===== src/rtl/sym_cn_lut_core_pkg.sv =====
// Shared widths, message types and the magnitude-fold helper for the
// symmetric check-node LUT block.
package sym_cn_lut_core_pkg;

   localparam int MAG_W   = 3;                // message magnitude width
   localparam int PAGE_W  = 5;                // page address width
   localparam int MSG_W   = MAG_W + 1;        // {sign, magnitude}
   localparam int ADDR_W  = PAGE_W + 1;       // {offset, page}
   localparam int LUT_DEPTH = 1 << ADDR_W;    // entries per bank
   localparam int N_PORTS = 4;

   typedef logic [MAG_W-1:0] rank_t;

   typedef struct packed {
      logic  sign;
      rank_t rank;
   } msg_t;

   // Negative messages are stored one's-complemented, so inverting the low
   // bits yields a magnitude ordered the same way as the positive side.
   function automatic rank_t fold_mag(input logic [MSG_W-1:0] y);
      return y[MSG_W-1] ? ~y[MAG_W-1:0] : y[MAG_W-1:0];
   endfunction

endpackage


===== src/rtl/cn_addr_map.sv =====
// Combinational fold-and-address logic for one read port: produces the
// outgoing sign and the {page, bank} LUT address from two incoming messages.
module cn_addr_map
   import sym_cn_lut_core_pkg::*;
(
   input  logic [MSG_W-1:0]  y0_i,
   input  logic [MSG_W-1:0]  y1_i,
   output logic              msb_o,
   output logic [PAGE_W-1:0] page_o,
   output logic              bank_o
);

   rank_t mag0;
   rank_t mag1;

   assign mag0 = fold_mag(y0_i);
   assign mag1 = fold_mag(y1_i);

   // Output sign is set when the two incoming signs agree.
   assign msb_o  = ~(y0_i[MSG_W-1] ^ y1_i[MSG_W-1]);
   // {page, bank} is exactly {mag0, mag1}: the LSB of mag1 picks the bank.
   assign page_o = {mag0, mag1[MAG_W-1:1]};
   assign bank_o = mag1[0];

endmodule


===== src/rtl/sym_cn_lut_core.sv =====
// Four-port symmetric check-node LUT: fold/address, a two-bank two-offset
// rank memory with asynchronous read, and a two-stage read pipeline.
module sym_cn_lut_core
   import sym_cn_lut_core_pkg::*;
(
   input  logic              clk,
   input  logic              rstn,
   input  logic [MSG_W-1:0]  y0_in_A,
   input  logic [MSG_W-1:0]  y1_in_A,
   input  logic [MSG_W-1:0]  y0_in_B,
   input  logic [MSG_W-1:0]  y1_in_B,
   input  logic [MSG_W-1:0]  y0_in_C,
   input  logic [MSG_W-1:0]  y1_in_C,
   input  logic [MSG_W-1:0]  y0_in_D,
   input  logic [MSG_W-1:0]  y1_in_D,
   input  logic              read_addr_offset,
   output logic [MSG_W-1:0]  t_c_A,
   output logic [MSG_W-1:0]  t_c_B,
   output logic [MSG_W-1:0]  t_c_C,
   output logic [MSG_W-1:0]  t_c_D,
   output logic              read_addr_offset_out,
   input  logic [MAG_W-1:0]  lut_in_bank0,
   input  logic [MAG_W-1:0]  lut_in_bank1,
   input  logic [PAGE_W-1:0] page_write_addr,
   input  logic              write_addr_offset,
   input  logic              we
);

   // Ports packed A (lowest slice) to D so the per-port logic can be generated.
   logic [N_PORTS*MSG_W-1:0] y0_flat;
   logic [N_PORTS*MSG_W-1:0] y1_flat;
   logic [N_PORTS*MSG_W-1:0] tc_flat;

   assign y0_flat = {y0_in_D, y0_in_C, y0_in_B, y0_in_A};
   assign y1_flat = {y1_in_D, y1_in_C, y1_in_B, y1_in_A};

   assign t_c_A = tc_flat[0*MSG_W +: MSG_W];
   assign t_c_B = tc_flat[1*MSG_W +: MSG_W];
   assign t_c_C = tc_flat[2*MSG_W +: MSG_W];
   assign t_c_D = tc_flat[3*MSG_W +: MSG_W];

   // LUT storage, indexed {offset, page}. Not touched by reset.
   rank_t bank0_mem [LUT_DEPTH];
   rank_t bank1_mem [LUT_DEPTH];

   // Both banks are reloaded together from the single write port.
   always_ff @(posedge clk) begin
      if (we) begin
         bank0_mem[{write_addr_offset, page_write_addr}] <= lut_in_bank0;
         bank1_mem[{write_addr_offset, page_write_addr}] <= lut_in_bank1;
      end
   end

   // The offset bit travels alongside every sample, so it is shared by all
   // ports and needs only one register per stage.
   logic off_s0_q;
   logic off_s1_q;

   // Offset pipeline, cleared on reset.
   always_ff @(posedge clk or negedge rstn) begin
      if (!rstn) begin
         off_s0_q <= 1'b0;
         off_s1_q <= 1'b0;
      end else begin
         off_s0_q <= read_addr_offset;
         off_s1_q <= off_s0_q;
      end
   end

   assign read_addr_offset_out = off_s1_q;

   genvar gi;
   generate
      for (gi = 0; gi < N_PORTS; gi++) begin : g_port
         logic              msb_s0_d;
         logic [PAGE_W-1:0] page_s0_d;
         logic              bank_s0_d;
         logic              msb_s0_q;
         logic [PAGE_W-1:0] page_s0_q;
         logic              bank_s0_q;
         rank_t             rank_s1_d;
         rank_t             rank_s1_q;
         logic              msb_s1_q;
         msg_t              tc_msg;

         cn_addr_map u_addr_map (
            .y0_i   (y0_flat[gi*MSG_W +: MSG_W]),
            .y1_i   (y1_flat[gi*MSG_W +: MSG_W]),
            .msb_o  (msb_s0_d),
            .page_o (page_s0_d),
            .bank_o (bank_s0_d)
         );

         // Stage 0: capture folded magnitudes (as {page, bank}) and sign.
         always_ff @(posedge clk or negedge rstn) begin
            if (!rstn) begin
               msb_s0_q  <= 1'b0;
               page_s0_q <= '0;
               bank_s0_q <= 1'b0;
            end else begin
               msb_s0_q  <= msb_s0_d;
               page_s0_q <= page_s0_d;
               bank_s0_q <= bank_s0_d;
            end
         end

         // Asynchronous LUT read addressed by the stage-0 registers.
         always_comb begin
            rank_s1_d = bank_s0_q ? bank1_mem[{off_s0_q, page_s0_q}]
                                  : bank0_mem[{off_s0_q, page_s0_q}];
         end

         // Stage 1: capture the looked-up rank and carry the sign along.
         always_ff @(posedge clk or negedge rstn) begin
            if (!rstn) begin
               rank_s1_q <= '0;
               msb_s1_q  <= 1'b0;
            end else begin
               rank_s1_q <= rank_s1_d;
               msb_s1_q  <= msb_s0_q;
            end
         end

         assign tc_msg.sign = msb_s1_q;
         assign tc_msg.rank = rank_s1_q;
         assign tc_flat[gi*MSG_W +: MSG_W] = tc_msg;
      end
   endgenerate

endmodule


===== config.mk =====
export PLATFORM = sky130hd
export DESIGN_NAME = sym_cn_lut_core
export DESIGN_NICKNAME = d
export VERILOG_FILES = /design/src/rtl/sym_cn_lut_core_pkg.sv /design/src/rtl/cn_addr_map.sv /design/src/rtl/sym_cn_lut_core.sv
export SDC_FILE = /design/constraint.sdc
export NUM_CORES = 1
export LEC_CHECK = 0
export CAP_MARGIN = 20
export CORE_ASPECT_RATIO = 1.75
export CORE_MARGIN = 4
export CORE_UTILIZATION = 40
export DETAILED_ROUTE_END_ITERATION = 8
export PLACE_DENSITY = 0.63
export SLEW_MARGIN = 20
export SYNTH_ARGS = -nofsm -noshare
export SYNTH_HDL_FRONTEND = slang
export SYNTH_HIERARCHICAL = 1
export SYNTH_SLANG_ARGS = --single-unit

===== constraint.sdc =====
create_clock -name clk -period 3.6 [get_ports clk]
set_input_delay 0.36 -clock clk [delete_from_list [all_inputs] [get_ports clk]]
set_output_delay 0.36 -clock clk [all_outputs]
set_load 0.005 [all_outputs]

==> results.py, run 1 <==
metrics = {
    "outcome": {
        "stop_error": "Error: net232 1 pin not visited #guides = 189",
        "haltStage": "5_2_route",
        "status": "did not finish",
    },
    "clocking": {
        "cts_repair_resize_count": 0,
        "cts_buffers": 41,
        "cts_max_path_buffers": 3,
        "clock-sinks": 430,
        "cts-root-buf": "clkbuf_16",
        "htreeDepth": 2,
        "post_cts_buffers": 0,
    },
    "global_route": {
        "grt_pass1_vias": 15507,
        "grt_max_degree": 65,
        "grt_pass1_wl_um": 119000,
        "grt_overflow": 0,
        "track_usage_pct": 24.9,
        "antenna_found_initial": 0,
    },
    "yosys": {
        "synth_edf_count": 384,
        "yosysMostFrequentCell": "mux4_2",
        "seq_area_frac_synth_pct": 49.9,
        "postSynthRegisterBits": 430,
        "synth_commonest_cells": "504 x mux4_2, 384 x edfxtp_1, 66 x nor2_1",
        "postSynthAreaPerCell_um2": 21.4,
        "yosysWarnings": 6,
        "async_flop_share_pct": 10.7,
        "synthDominantCellAreaShare_pct": 45.4,
        "syn_area_um2": 25400,
        "synth_area_leaders": "edfxtp_1 45%, mux4_2 45%, dfrtp_1 4.5%",
        "syn_nets": 1234,
        "synth_cell_types": 19,
        "synthCells": 1186,
        "ys.flop_type": "edfxtp_1",
        "synth_area_leader_cell": "edfxtp_1",
    },
    "placed_design": {
        "dpl_cell_area_um2": 27600,
        "dpl.hpwl_um": 57100,
        "io_buffers": 64,
        "gp_congestion": 0.909,
    },
    "floorplan": {
        "die_h_um": 341,
        "ios": 65,
        "fp-row-count": 122,
        "die_x_um": 198,
        "start_util_pct": 40.3,
    },
}
[cell families after synthesis]
family                    Yosys count  share of synthesized area [%]
and+or+nand+nor                    85                           1.41
DFF                               430                           49.9
xor gates and xnor gates           28                          0.966
buffers and inverters             127                           2.46
muxes                             516                           45.2
[routing by layer]
layer	GRT usage, %
met1	28.1
met4	16.8
met2	44.0
met3	2.99
met5	0
[metrics by stage]
| stage | utilization (%) | worst slack [ns] | instances | hold WS (ns) |
|---|---|---|---|---|
| after detailed placement | 43.8 | 0.567 | 2037 | 0.336 |
| after global routing | 46.0 | 0.498 | 2114 | 0.265 |
| after CTS | 46.0 | 0.558 | 2114 | 0.233 |
| after floorplan | - | 0.801 | 1186 | 0.0644 |
| after global placement | 43.8 | 0.558 | 2037 | 0.333 |
[timing repair]
action / CTS / global route
hold buffers: 1 / 0
setup endpoints to repair: 0 / 0
hold endpoints to repair: 23 / 0
==> run 2: changes to the inputs <==
CORE_ASPECT_RATIO = unset   (was 1.75)
CORE_UTILIZATION = 25   (was 40)
PLACE_DENSITY = unset   (was 0.63)
PLACE_DENSITY_LB_ADDON = 0.15   (was unset)
==> run 2 against run 1 <==
The flow now finishes without violations; synthesized cell count unchanged; global-route usage decreased by 7.5 points; area after synthesis unchanged.
==> results.py, run 2 <==
metrics = {
    "layout": {
        "drive_gt1_share_pct": 54.8,
        "reg.largest.list": "bank0_mem: 192 flops, bank1_mem: 192 flops, g_port.page_s0_q: 20 flops",
        "nets": 1351,
        "final_common_cell": "mux4_2",
        "finalCoreUtilization_pct": 29.9,
        "layout_common_cells": "504 x mux4_2, 384 x edfxtp_1, 105 x buf_4, 66 x nor2_1, 57 x clkdlybuf4s50_1",
        "area_growth_pct": 18.2,
    },
    "yosys": {
        "postSynthRegisterBits": 430,
        "syn_nets": 1234,
        "synthDominantCellAreaShare_pct": 45.4,
        "seq_area_frac_synth_pct": 49.9,
        "synth_area_leaders": "edfxtp_1 45%, mux4_2 45%, dfrtp_1 4.5%",
        "yosysMostFrequentCell": "mux4_2",
        "yosysWarnings": 6,
        "ys.flop_type": "edfxtp_1",
        "syn_area_um2": 25400,
        "synth_edf_count": 384,
        "synthCells": 1186,
        "async_flop_share_pct": 10.7,
        "synth_cell_types": 19,
        "postSynthAreaPerCell_um2": 21.4,
        "synth_commonest_cells": "504 x mux4_2, 384 x edfxtp_1, 66 x nor2_1",
        "synth_area_leader_cell": "edfxtp_1",
    },
    "clocking": {
        "cts_tree": "done",
        "cts_buffers": 50,
        "cts_max_path_buffers": 3,
        "cts-root-buf": "clkbuf_16",
        "htreeDepth": 2,
        "clock-sinks": 430,
        "cts_repair_resize_count": 0,
        "clk_pin_slew_ns": 0.06,
        "clock_latency_ns": 0.61,
    },
    "critical_path": {
        "path_class": "flip-flop to flip-flop",
        "critical_path.slowest_cell": "dfrtp_4",
        "crit_fanout": 31,
        "start_kind": "flip-flop",
        "cp_cell_sequence": "buf_12 > mux4_2 > mux4_2 > mux4_2 > mux2_2",
        "end_kind": "flip-flop",
        "max_stage_delay_ns": 0.63,
        "critical_path_arrival_ns": 3.68,
        "worst_ep_required_time_ns": 4.09,
        "cp_common_cell": "mux4_2",
    },
    "global_route": {
        "track_usage_pct": 17.4,
        "antenna_found_initial": 9,
        "grt_overflow": 0,
        "grt_max_degree": 65,
        "grt_pass1_wl_um": 129000,
        "grt_pass1_vias": 15021,
    },
    "power": {
        "ir_worst_vdd_mv": 0.308,
        "power.density_nw_per_um2": 464,
        "p_leak_nw": 9.24,
        "total_power_w": 0.0139,
    },
    "sta": {
        "tns_ns": 0,
        "grt_setup_unrepaired": "no",
        "hold_viol": 0,
        "slew_headroom_pct": 29.0,
        "finalClockSkew_ns": 0.0287,
        "fmax_mhz": 314,
        "fin_crit_ns": 3.19,
        "layout_setup_ws_ns": 0.411,
        "finalSetupViolCount": 0,
        "period_share_pct": 88.6,
        "tightest_slew_ns": 1.07,
        "hold_ws_ns": 0.209,
        "drv_slew": 0,
    },
    "outcome": {
        "status": "finished clean",
    },
    "placed_design": {
        "gp_congestion": 0.791,
        "io_buffers": 64,
        "dpl.hpwl_um": 63100,
        "dp_slack_ns": 0.376,
    },
    "routing": {
        "ant_nets": 0,
        "via_per_inst": 5.39,
        "dr.pass1.iters": 5,
        "drc": 0,
        "vias": 14566,
        "first_iter_violations": 1620,
        "routed_wirelength_um": 93800,
        "wire_per_inst_um": 34.7,
    },
    "run": {
        "cap_viol_max_count": 0,
    },
    "floorplan": {
        "die_area_um2": 107000,
        "fp-row-count": 116,
        "die_h_um": 327,
        "die_x_um": 327,
        "start_util_pct": 25.3,
        "ios": 65,
        "core-area_um2": 100000,
    },
    "worst_hold_path": {
        "hold_class": "input pin to flip-flop",
    },
}
## run 2: cell type report
cell class,instances,area [µm²]
sequential,430,12700
timing repair buffer,192,1890
clock buffer,81,1460
multi-input combinational,629,12100
antenna,2,5.00
clock inverter,13,160
fill,9747,70400
tap,1357,1700
## run 2: where the power goes
part           internal, W  leakage, nW  switching [W]
registers          0.00556         3.98       0.000283
logic              0.00156         4.47        0.00144
clock network      0.00298        0.789        0.00210
## run 2: worst paths after layout
| path | start | end | slack (ns) | cells after the start |
|---|---|---|---|---|
| max | g_port[0].page_s0_q[0] | g_port[0].rank_s1_q[0] | 0.41 | 5 |
| min | read_addr_offset | off_s0_q | 0.21 | 1 |
| min reg2reg | g_port[1].msb_s0_q | g_port[1].msb_s1_q | 0.35 | 0 |
| min in group asynchronous | rstn | g_port[1].msb_s0_q | 0.33 | 2 |
| max in group asynchronous | rstn | g_port[3].rank_s1_q[2] | 2.66 | 3 |
| max reg2reg | g_port[0].page_s0_q[0] | g_port[0].rank_s1_q[0] | 0.41 | 5 |
## run 2: cell families (layout without fill, tap and decap cells)
kind of cell / after synthesis / count (layout) / synth area share, %
muxes: 516 / 516 / 45.2
other: 0 / 2 / 0
and+or+nand+nor: 85 / 85 / 1.41
buffers and inverters: 127 / 286 / 2.46
DFF: 430 / 430 / 49.9
xor gates and xnor gates: 28 / 28 / 0.966
## run 2: stage by stage
step | cells | cell area, µm²
5_1_grt | 2702 | 30000
3_5_place_dp | 2607 | 28400
6_report | 2704 | 30000
4_1_cts | 2702 | 30000
2_1_floorplan | 1186 | 25400
3_3_place_gp | 2607 | 28400
## run 2: worst max-delay path, delay by kind of cell, from the launching register on
family | cells | cell delay [ns]
mux | 4 | 2.06
buf+inv | 1 | 0.34
flops | 1 | 0.63
## run 2: routing by layer
layer,GRT usage [%],part of all wire [%],up-vias
met5,0,0.022,-
met4,4.72,2.9,4
met3,3.37,7.0,128
met2,27.4,46,648
met1,24.8,44,8125
li1,-,-,5661
## run 2: timing repair
item,in CTS,in global routing
hold endpoints to repair,41,0
hold buffers,1,0
setup buffers,0,0
setup endpoints to repair,0,0
(Power assumes the default switching activity.)
